$ cat src/rtl/dmem_arbiter.sv
// Round-robin arbiter sharing one synchronous-read data memory between two masters.
// Requests issue combinationally onto the memory bus; responses return one cycle later.
module dmem_arbiter #(
    parameter int SIZE = 4096
) (
    input  logic        clk,
    input  logic        rst_n,

    input  logic        p0_valid,
    output logic        p0_ready,
    input  logic [31:0] p0_addr,
    input  logic        p0_write,
    input  logic [31:0] p0_wdata,
    input  logic [3:0]  p0_wmask,
    output logic        p0_resp_valid,
    output logic [31:0] p0_resp_rdata,
    output logic        p0_resp_err,

    input  logic        p1_valid,
    output logic        p1_ready,
    input  logic [31:0] p1_addr,
    input  logic        p1_write,
    input  logic [31:0] p1_wdata,
    input  logic [3:0]  p1_wmask,
    output logic        p1_resp_valid,
    output logic [31:0] p1_resp_rdata,
    output logic        p1_resp_err,

    output logic [31:0] mem_addr,
    output logic [31:0] mem_sdata,
    output logic        mem_lenable,
    output logic [3:0]  mem_mask,
    input  logic [31:0] mem_ldata
);

    localparam logic [29:0] SIZE_W = 30'(SIZE);

    logic        rr_last;
    logic        rsp_pend;
    logic        rsp_port;
    logic        rsp_rd;
    logic        rsp_err;

    logic        grant0;
    logic        grant1;
    logic        issue;
    logic [31:0] g_addr;
    logic [31:0] g_wdata;
    logic        g_write;
    logic [3:0]  g_wmask;
    logic        g_oor;
    logic [31:0] rsp_data;

    function automatic logic out_of_range(input logic [31:0] addr);
        return addr[31:2] >= SIZE_W;
    endfunction

    // Issue stage: grant selection and memory drive
    always_comb begin
        grant0 = 1'b0;
        grant1 = 1'b0;
        if (rst_n) begin
            if (p0_valid && p1_valid) begin
                grant0 = rr_last;
                grant1 = !rr_last;
            end else begin
                grant0 = p0_valid;
                grant1 = p1_valid;
            end
        end
    end

    assign issue    = grant0 | grant1;
    assign p0_ready = grant0;
    assign p1_ready = grant1;

    assign g_addr  = grant1 ? p1_addr  : p0_addr;
    assign g_wdata = grant1 ? p1_wdata : p0_wdata;
    assign g_write = grant1 ? p1_write : p0_write;
    assign g_wmask = grant1 ? p1_wmask : p0_wmask;
    assign g_oor   = out_of_range(g_addr);

    assign mem_addr    = issue ? g_addr  : 32'h0;
    assign mem_sdata   = issue ? g_wdata : 32'h0;
    assign mem_lenable = issue && !g_write && !g_oor;
    assign mem_mask    = (issue && g_write && !g_oor) ? g_wmask : 4'h0;

    // Response stage: remember who issued what, for the cycle the memory answers
    always_ff @(posedge clk or negedge rst_n) begin
        if (!rst_n) begin
            rr_last  <= 1'b1;
            rsp_pend <= 1'b0;
            rsp_port <= 1'b0;
            rsp_rd   <= 1'b0;
            rsp_err  <= 1'b0;
        end else begin
            rsp_pend <= issue;
            if (issue) begin
                rr_last  <= grant1;
                rsp_port <= grant1;
                rsp_rd   <= !g_write;
                rsp_err  <= g_oor;
            end
        end
    end

    assign rsp_data = (rsp_pend && rsp_rd && !rsp_err) ? mem_ldata : 32'h0;

    assign p0_resp_valid = rsp_pend && !rsp_port;
    assign p0_resp_err   = rsp_pend && !rsp_port && rsp_err;
    assign p0_resp_rdata = !rsp_port ? rsp_data : 32'h0;

    assign p1_resp_valid = rsp_pend && rsp_port;
    assign p1_resp_err   = rsp_pend && rsp_port && rsp_err;
    assign p1_resp_rdata = rsp_port ? rsp_data : 32'h0;

endmodule

$ cat config.mk
export PLATFORM = sky130hd
export DESIGN_NAME = dmem_arbiter
export DESIGN_NICKNAME = d
export VERILOG_FILES = /design/src/rtl/dmem_arbiter.sv
export SDC_FILE = /design/constraint.sdc
export NUM_CORES = 1
export LEC_CHECK = 0
export CAP_MARGIN = 20
export CORE_AREA = 2 2 121 123
export DETAILED_ROUTE_END_ITERATION = 6
export DIE_AREA = 0 0 123 125
export GPL_ROUTABILITY_DRIVEN = 0
export PLACE_DENSITY = 0.65
export SYNTH_ARGS = -nofsm -noshare
export SYNTH_HDL_FRONTEND = slang
export SYNTH_SLANG_ARGS = --single-unit
$ cat constraint.sdc
create_clock -name clk -period 2.8 [get_ports clk]
set_input_delay 0.56 -clock clk [delete_from_list [all_inputs] [get_ports clk]]
set_output_delay 0.56 -clock clk [all_outputs]
set_load 0.005 [all_outputs]
# Yosys cells after proc, flatten, opt, wreduce, memory -nomap -nowiden
# Cells that the tools add are included.
# totals
reg_bits,5
inputBits,174
output_inout_bits,139
word_cells,37
# classes
order_cmp,1
mux,14
n_bitwise,1
n_reduce_logical,16
# op_table
operator,count
32-bit 2-to-1 mux,7
30-bit by 13-bit >= comparator with 1-bit output (second input constant),1
1-bit logical AND,11
4-bit 2-to-1 mux,2
1-bit logical NOT,5
1-bit 2-to-1 mux,5
1-bit bitwise OR,1

# Depth between registers and ports, before layout
# Gate-level depths: netlist (run 1).
# logic_depth
ltp_word,8
mapped_depth,6
ltp_nobuf,5

# Least setup slack after synthesis (run 1)
# No wires, ideal clock.
# synth_path
kind,input to output
from,input p1_addr[19]
to,output mem_mask[0]
arrival_ps,1723
t_required_ps,2240
path_slack_ps,517
stages,4
n_path_buf,0
path_cell_list,or4_1 -> nor4_1 -> a31oi_2 -> a211oi_1
# synth_between
elab_chain_len,5
# synth_lines
element,line_no,source
from (decl),21,"input logic [31:0] p1_addr,"
32-bit 2-to-1 mux,77,assign g_addr = grant1 ? p1_addr : p0_addr;
30-bit by 13-bit >= comparator with 1-bit output,55,return addr[31:2] >= SIZE_W;
1-bit logical NOT,86,assign mem_mask = (issue && g_write && !g_oor) ? g_wmask : 4'h0;
1-bit logical AND,86,
4-bit 2-to-1 mux,86,
to (decl),32,"output logic [3:0] mem_mask,"
# No other way between the ends.

# Worst setup path in the final report (run 1)
# layout_path
from,input p1_addr[19]
to,output mem_lenable
# layout_between
elab_chain_len,4
# layout_lines
element,line_no,source
32-bit 2-to-1 mux,77,
30-bit by 13-bit >= comparator with 1-bit output,55,
1-bit logical NOT,85,assign mem_lenable = issue && !g_write && !g_oor;
1-bit logical AND,85,
to (decl),31,"output logic mem_lenable,"
# No other way between the ends.

==> impl_results.md, run 1 <==
- Leakage: 2.74 nW
- First-pass GRT wire length: 19,800 um
- Post-synth EDFFs: 0
- Fin cells: 870
- Number of core rows: 44
- Die X-Extent: 123 um
- Final Hold Viols: 0
- Hold crit path type: in2async
- CP Class: in2out
- Setup WS post-layout: 55.6 ps
- Vias in the first global route: 3,506
- CP startpoint kind: input port
- Reg2reg start: rr_last$_DFFE_PN1P_
- Initial DRT Pass Iterations: 5
- Post-synth top area share: 28.7%
- Post-route DRC: 0
- Post-Syn Area: 1760 um2
- Area growth syn-to-layout: 228%
- TritonCTS Buffers: 3
- Final setup vio count: 0
- Skew final: 0.295 ps
- Main synth FF type: dfrtp_1
- Max-cap violations: 0
- Fillers: 1,514
- CP cell instances: clkdlybuf4s15_1 > or4_4 > nor4_4 > a31oi_4 > buf_6 > buf_4 > a21oi_2 > buf_4
- Post-synth cell types: 31
- Root buffer cell: clkbuf_16
- Initial antenna violation count: 1
- Post-synth ARST share: 100%
- CP most frequent cell: buf_4
- Clk_lat worst skew: 220 ps
- Status: complete, no violations
- #FFs+latches synth: 5
- Global Route Usage Sum: 16.8%
- Post-route ant nets: 0
- Dpl hpwl: 11,300 um
- Yosys warning count: 0
- PortBufs: 312
- Syn Nets: 514
- Share of layout cells above drive strength 1: 13.8%
- Crit path largest cell delay: 550 ps
- Total core area: 14,200 um2
- Max-slew violation count: 0
- CP Capture Type: output port
- # diodes: 0
- RSZ-0062 raised after global routing: true
- Fin crit share: 98.0%
- Most common cell after layout, fill and taps aside: clkdlybuf4s50_1
- Die area: 15,400 um2
- Worst-margin pin slew: 276 ps
- Final Routed Wirelength: 14,000 um
- CTS tree: yes
- Drt wl/cell: 16.1 um
- GR Overflow Total: 0
- Pre-CTS setup slack: -677 ps
- VDD IR max: 0.123 mV
- Placed cell area: 5400 um2
- Vias: 3,582
- Initial DRC Count: 130
- Initial Util: 12.4%
- Ranking of synthesized cells by area: nand2_1, and2_1, a21oi_1, dfrtp_1, clkbuf_1
- CTS max path bufs: 2
- CTS Sinks: 5
- Worst path slowest cell: or4_4
- Cell family with most CP delay: simple AND/OR/NAND/NOR gates
- Design area: 5790 um2
- Final net count: 861
- Maximum clock frequency: 0.364 GHz
- Crit path arrival time: 2180 ps
- Crit path required time: 2240 ps
- Cells after DPL: 852
- Bufs and invs on worst path: 4
- Pwr dens: 166 nW/um2
- Mapped Cells: 340
- Hold bufs inserted after CTS: 0
- H-tree levels: 1
- Sequential element share of the synthesized area: 7.17%
- Worst-path clk slew: 30 ps
- Leading area contributor after synthesis: nand2_1
- CP Launch Point: p1_addr[19]
- Post-Syn Area per Cell: 5.19 um2
- Via density: 4.12
- Relative slew slack: 81.6%
- I/O Pins: 313
- Largest net degree at the start of global routing: 38
- Minimum clock period: 2740 ps
- Crit Path Max Fanout: 3
- Die Span Y: 125 um
- Most frequent cells in the layout: clkdlybuf4s50_1, nand2_1, and2_1, a21oi_1, dlygate4sd2_1
==> final cells by class <==
class                      count  area, um2  share of cell area, %
clock buffer                   4       78.8                   1.36
inverter                       2       15.0                  0.259
multi-input combinational    305       1690                   29.2
sequential                     5        126                   2.18
tap                          184        230                   3.98
timing repair buffer         370       3650                   63.0
==> what timing repair did <==
action / in CTS / in global routing
hold endpoints to repair: 0 / 0
endpoints found under the setup margin: 71 / 17
pin swaps: 13 / 15
resized for setup: 120 / 35
buffers inserted: 10 / 1
gates cloned: 2 / 1
==> where the power goes <==
part / leakage, nW / switching, mW / internal (mW)
clock network: 0.0382 / 0.0457 / 0.189
registers: 0.0560 / 0.00504 / 0.0809
logic: 2.64 / 0.240 / 0.402
total: 2.74 / 0.291 / 0.671
==> kinds of logic (layout without fill, tap and decap cells) <==
kind of cell,count (synthesis),after routing,synth area share [%]
AND/OR/NAND/NOR,229,229,62.5
AO/OA/AOI/OAI,75,75,22.9
buffers and inverters,30,376,6.81
flip-flops,5,5,7.17
multiplexers,1,1,0.639
==> metal layers <==
layer  global-route usage, %  part of all wire (%)  vias up
met3                    5.34                    10        8
met4                    1.60                  0.56        2
met5                       0                 0.079        -
li1                        -                     -     1810
met2                    32.2                    52      185
met1                    18.3                    36     1577
==> stage by stage <==
step	power [mW]	setup TNS, ps	hold slack (ps)	util [%]
2_1_floorplan	0.238	0	264	-
6_report	0.962	0	385	40.8
5_1_grt	1.03	-52.4	403	40.8
3_5_place_dp	0.727	-20720	474	38.0
3_3_place_gp	0.726	-20930	467	38.0
4_1_cts	0.959	-53.4	395	39.6
==> synthesized netlist by cell type (2+ instances only) <==
master,n
nand3_1,8
and3b_1,2
dfrtp_1,4
nor4_1,5
clkbuf_1,26
or4_1,3
and2_1,66
or3_1,2
a211oi_1,4
nand2_1,135
a21oi_1,65
==> state kept, by name, indices dropped and copies added (netlist names) <==
signal / count
rr_last: 1
rsp_port: 1
rsp_pend: 1
rsp_rd: 1
rsp_err: 1
==> path summary, 6_finish.rpt <==
path	end	slack, ps	cells after the start
worst min register to register	rr_last$_DFFE_PN1P_	470	2
worst max-delay path	mem_lenable	60	8
worst min-delay path	rsp_rd$_DFFE_PN0P_	390	2
worst max register to register	rsp_err$_DFFE_PN0P_	980	8
max in group asynchronous	rr_last$_DFFE_PN1P_	2210	2
min in group clk	rr_last$_DFFE_PN1P_	470	2
Note: power is estimated with default switching activity, not from simulation.
==> run 2: changes to the inputs <==
- GPL_ROUTABILITY_DRIVEN: 0 -> default
- TNS_END_PERCENT: default -> 20
==> run 2 against run 1 <==
Via count barely moved. Highest routed layer unchanged. Non-clock buffer count fell by 1. First-iteration DRC count rose by 7.7%. Largest power group unchanged. Global-route usage did not move.
==> impl_results.md, run 2 (same netlist as run 1, synthesis figures left out) <==
- CP Class: in2out
- TritonCTS Buffers: 3
- GR Overflow Total: 0
- Combinational Power Share: 66.6%
- Final Routed Wirelength: 14,000 um
- Setup WS post-layout: 56.3 ps
- Drt wl/cell: 16.1 um
- Post-route DRC: 0
- Share of layout cells above drive strength 1: 13.7%
- Initial antenna violation count: 1
- Hold WS: 385 ps
- Largest net degree at the start of global routing: 38
- Die X-Extent: 123 um
- Final setup vio count: 0
- Max-slew violation count: 0
- Vias: 3,579
- GPL Wtd Cong: 0.837
- # diodes: 0
- Worst-margin pin slew: 276 ps
- Maximum clock frequency: 0.364 GHz
- Die Span Y: 125 um
- Clk_lat worst skew: 220 ps
- Seq pwr share: 9.0%
- RSZ-0062 raised after global routing: true
- Most frequent cells in the layout: clkdlybuf4s50_1, nand2_1, and2_1, dlygate4sd2_1, a21oi_1
- Leakage: 2.70 nW
- Crit path arrival time: 2180 ps
- H-tree levels: 1
- Pint: 669 uW
- VDD IR max: 0.123 mV
- CTS tree: yes
- Root buffer cell: clkbuf_16
- CTS max path bufs: 2
- Clk network pwr share: 24.4%
- CP most frequent cell: buf_4
- Max-cap violations: 0
- Crit path required time: 2240 ps
- Crit Path Max Fanout: 3
- Final Hold Viols: 0
- I/O Pins: 313
- Number of core rows: 44
- Via density: 4.12
- Vias in the first global route: 3,506
- Initial DRT Pass Iterations: 4
- Pwr dens: 166 nW/um2
- Worst-path clk slew: 30 ps
- Worst path slowest cell: or4_4
- Cell family with most CP delay: simple AND/OR/NAND/NOR gates
- Post-layout util: 40.6%
- Status: complete, no violations
- Die area: 15,400 um2
- Most common cell after layout, fill and taps aside: clkdlybuf4s50_1
- Crit path largest cell delay: 550 ps
- Skew final: 0.295 ps
- Final net count: 860
- Global Route Usage Sum: 16.8%
- Bufs and invs on worst path: 4
- CP startpoint kind: input port
- Relative slew slack: 81.6%
- CP Capture Type: output port
- Total core area: 14,200 um2
- Dpl hpwl: 11,300 um
- CTS Sinks: 5
- Initial DRC Count: 140
- Post-route ant nets: 0
- PortBufs: 312
- Sw Ratio: 30.3%
- Minimum clock period: 2740 ps
- Initial Util: 12.4%
- Hold crit path type: in2async
- Pre-CTS setup slack: -677 ps
- P_sw: 291 uW
- First-pass GRT wire length: 19,800 um
- CP cell instances: clkdlybuf4s15_1 > or4_4 > nor4_4 > a31oi_4 > buf_6 > buf_4 > a21oi_2 > buf_4
- Fin crit share: 98.0%
- Area growth syn-to-layout: 227%
-- run 2: cell count changes in the layout (fill, tap and decap cells not counted), sizes merged --
| cell | before | now |
|---|---|---|
| dlymetal6s2s | 20 | 18 |
| buf | 61 | 60 |
| clkdlybuf4s50 | 218 | 219 |
| dlygate4sd2 | 62 | 63 |
-- run 2: metal layers --
metal	global-route usage, %	part of all wire [%]
met1	18.3	36
met2	32.2	52
met3	5.34	11
met4	1.60	0.56
met5	0	0.079
-- run 2: path summary, 6_finish.rpt --
| kind | from | end | slack, ps | depth (start not counted) |
|---|---|---|---|---|
| max in group asynchronous | rst_n | rr_last$_DFFE_PN1P_ | 2210 | 2 |
| setup / recovery | p1_addr[19] | mem_lenable | 60 | 8 |
| setup reg to reg | rr_last$_DFFE_PN1P_ | rsp_err$_DFFE_PN0P_ | 970 | 8 |
| min in group clk | rr_last$_DFFE_PN1P_ | rr_last$_DFFE_PN1P_ | 470 | 2 |
| hold / removal | rst_n | rsp_rd$_DFFE_PN0P_ | 390 | 2 |
| hold reg to reg | rr_last$_DFFE_PN1P_ | rr_last$_DFFE_PN1P_ | 470 | 2 |
-- run 2: what timing repair did --
| action | 4_1_cts | 5_1_grt |
|---|---|---|
| cloned | 2 | 1 |
| resized for setup | 121 | 32 |
| setup endpoints to repair | 71 | 16 |
| setup buffers | 10 | 0 |
| pin swaps | 13 | 15 |
| hold buffers | 0 | 0 |
-- run 2: layout make-up --
cell class / instances / area, um2
fillers: 1515 / 8430
repair buffers: 369 / 3630
multi-input cells: 305 / 1690
well taps: 184 / 230
flip-flops and latches: 5 / 126
clock buffers: 4 / 78.8
inverters: 2 / 15.0
-- run 2: power groups by stage --
stage	registers, mW	logic [mW]	clock network [mW]
6_report	0.0859	0.639	0.234
5_1_grt	0.0872	0.693	0.242
4_1_cts	0.0862	0.636	0.236
3_5_place_dp	0.0870	0.640	0
3_3_place_gp	0.0872	0.639	0
2_1_floorplan	0.0846	0.154	0
-- run 2: worst register-to-register path: cells and delay by family, from the launching register on --
kind,cells,cell delay (ps)
AOI/OAI and AO/OA,2,290
and+or+nand+nor,2,320
DFF,1,530
buffers and inverters,4,580
-- run 2: metrics by stage --
stage	std cells	setup TNS, ps	power [mW]	area, um2
CTS	868	-43.9	0.958	5630
finish	869	0	0.960	5770
global route	869	-52.6	1.02	5770
global placement	852	-20930	0.726	5400
detailed placement	852	-20720	0.727	5400
floorplan	340	0	0.238	1760
==> variant: new RTL, flow settings as in run 2 <==
Register the outputs `p0_resp_err` and `p1_resp_err`, with the module's reset; this adds one clock of latency there. The other outputs are not delayed to match.
--- a/src/rtl/dmem_arbiter.sv
+++ b/src/rtl/dmem_arbiter.sv
@@ -109,3 +109,2 @@
     assign p0_resp_valid = rsp_pend && !rsp_port;
-    assign p0_resp_err   = rsp_pend && !rsp_port && rsp_err;
     assign p0_resp_rdata = !rsp_port ? rsp_data : 32'h0;
@@ -113,3 +112,11 @@
     assign p1_resp_valid = rsp_pend && rsp_port;
-    assign p1_resp_err   = rsp_pend && rsp_port && rsp_err;
+    always_ff @(posedge clk or negedge rst_n) begin
+        if (!rst_n) begin
+            p0_resp_err <= '0;
+            p1_resp_err <= '0;
+        end else begin
+            p0_resp_err <= rsp_pend && !rsp_port && rsp_err;
+            p1_resp_err <= rsp_pend && rsp_port && rsp_err;
+        end
+    end
     assign p1_resp_rdata = rsp_port ? rsp_data : 32'h0;
Function: changed (a bounded check fails within 4 cycles, from zero or initial values and one cycle with rst_n low).
==> variant against run 2 <==
Via count decreased by 0.87%; final area decreased by 1.1%; count of clock-buffer cells in the layout unchanged; non-clock buffer count decreased by 11; setup slack got worse by 22 ps; critical endpoint is now mem_addr[20]; synthesized area increased by 2.8%; utilization decreased by 0.43 points; wire length decreased by 8.0%; fmax decreased by 0.81%; clock skew increased by 2.1 ps; worst hold slack got worse by 27 ps; total power increased by 1.8%; sequential cell count increased by 2; largest power group unchanged; final cell count decreased by 1.0%; highest routed layer is now met4.
==> variant: results (changes against run 2) <==
- Outcome: completed (unchanged)
- Metal2 WL: 6450 µm (was 7320 µm)
- Worst-path maximum fanout: 7 (was 3)
- DR top layer: met4 (was met5)
- Syn Nets: 516 (was 514)
- Clock tree buffer depth: 2 (unchanged)
- WP data arrival: 2210 ps (was 2180 ps)
- Placed Instance Area: 5370 µm² (was 5400 µm²)
- Clock latency on the worst-skew pair: 230 ps
- Routed WL: 12900 µm (was 14000 µm)
- VDD IR max: 0.119 mV (was 0.123 mV)
- WL met3: 1550 µm (was 1470 µm)
- Wire length on met1: 4780 µm (was 5100 µm)
- Fill cell count: 1478 (was 1515)
- Largest net degree at the start of global routing: 39 (was 38)
- First-pass GRT wire length: 18600 µm (was 19800 µm)
- H-Tree Depth: 1 (unchanged)
- GRT Residual Overflow: 0 (unchanged)
- Slew HR: 0.709 (was 0.816)
- All-layer global routing usage: 0.155 (was 0.168)
- Switching power total: 291 µW (about the same)
- Primary FF master, synth: dfrtp_1 (unchanged)
- Synth top area cells: nand2_1 (28%), and2_1 (23%), a21oi_1 (18%) (was nand2_1 (29%), and2_1 (23%), a21oi_1 (18%))
- Worst-case clock skew: 2.39 ps (was 0.295 ps)
- Synth cell types: 31 (unchanged)
- N_diodes: 0 (unchanged)
- Dpl hpwl: 10500 µm (was 11300 µm)
- CTS root buffer: clkbuf_16 (unchanged)
- Final Setup Violations: 0 (unchanged)
- Clock transition at the registers of the reported paths: 40 ps
- IO buf count: 312 (unchanged)
- Yosys warnings: 0 (unchanged)
- Vias: 3548 (was 3579)
- Vias in the first global route: 3475 (was 3506)
- Initial antenna violation count: 0 (was 1)
- Placer congestion estimate: 0.806 (was 0.837)
- Starting DRT DRC Count: 133 (was 140)
- Pre-Repair DR Iteration Count: 4 (unchanged)
- Synth top cells by count: nand2_1 (135), and2_1 (66), a21oi_1 (65) (unchanged)
- Worst hold path type: in -> async (unchanged)
- Worst reg-to-reg setup slack: 1050 ps (was 970 ps)
- Leak: 2.75 nW (was 2.70 nW)
- Layout cells sized above 1: 0.130 (was 0.137)
- Sequential-to-total area share from yosys stat: 0.0973 (was 0.0717)
- Share of flip-flops with an asynchronous set or reset: 1.00 (unchanged)
- Num CTS Buffers: 3 (unchanged)
- Final nets: 851 (was 860)
variant: cell types whose count changed after synthesis, sizes merged:
cell          run 2  this run
dfrtp             4         6
variant: power groups by stage:
stage / Combinational [mW] / Clock, mW / Sequential [mW]
floorplan: 0.153 / 0 / 0.117
global placement: 0.623 / 0 / 0.119
detailed placement: 0.623 / 0 / 0.119
CTS: 0.627 / 0.245 / 0.118
global route: 0.669 / 0.255 / 0.120
finish: 0.614 / 0.246 / 0.118
variant: logic make-up (layout without fill, tap and decap cells):
| family | Yosys count | count (layout) | share of synthesized area |
|---|---|---|---|
| buffers and inverters | 30 | 364 | 0.0662 |
| AOI/OAI and AO/OA | 75 | 75 | 0.223 |
| DFF | 7 | 7 | 0.0973 |
| and+or+nand+nor | 229 | 229 | 0.607 |
| muxes | 1 | 1 | 0.00621 |
variant: layout make-up:
class                      instances  area share
timing repair buffer             358       0.617
sequential                         7      0.0309
multi-input combinational        305       0.295
inverter                           2     0.00263
clock buffer                       4      0.0138
tap                              184      0.0403
variant: critical path: stages:
cell and delay (ps):
dlygate4sd2_1 240, and2_4 140, or2_4 290, inv_8 100, buf_4 150, nand2_1 60
a21oi_1 130, clkdlybuf4s50_1 530
variant: path summary, 6_finish.rpt:
path                                     start  cells past startpoint                   end
max reg2reg                rr_last$_DFFE_PN1P_                      6    rsp_rd$_DFFE_PN0P_
min in group clk           rr_last$_DFFE_PN1P_                      2   rr_last$_DFFE_PN1P_
min                                      rst_n                      2  rsp_port$_DFFE_PN0P_
max in group asynchronous                rst_n                      2   rr_last$_DFFE_PN1P_
min reg2reg                rr_last$_DFFE_PN1P_                      2   rr_last$_DFFE_PN1P_
max                                   p0_valid                      8          mem_addr[20]
variant: what timing repair did:
| action | CTS | global route |
|---|---|---|
| endpoints found under the setup margin | 71 | 21 |
| buffers inserted | 6 | 2 |
| cloned | 2 | 0 |
| resized for setup | 132 | 34 |
| pin swaps | 11 | 16 |
variant: layer usage:
metal | vias to the layer above | global-route usage
li1 | 1791 | -
met1 | 1544 | 0.174
met2 | 204 | 0.286
met3 | 9 | 0.0579
met4 | 0 | 0.0134
met5 | - | 0
variant: stage by stage:
stage                     cells   util  hold WS (ps)  total power [mW]  setup WS [ps]
after floorplan             342      -           264             0.270            517
after global placement      847  0.378           460             0.742           -628
after detailed placement    847  0.378           465             0.742           -696
after CTS                   859  0.398           399             0.990          -33.5
after global routing        860  0.402           380              1.04          -13.7
final                       860  0.402           358             0.977           33.9
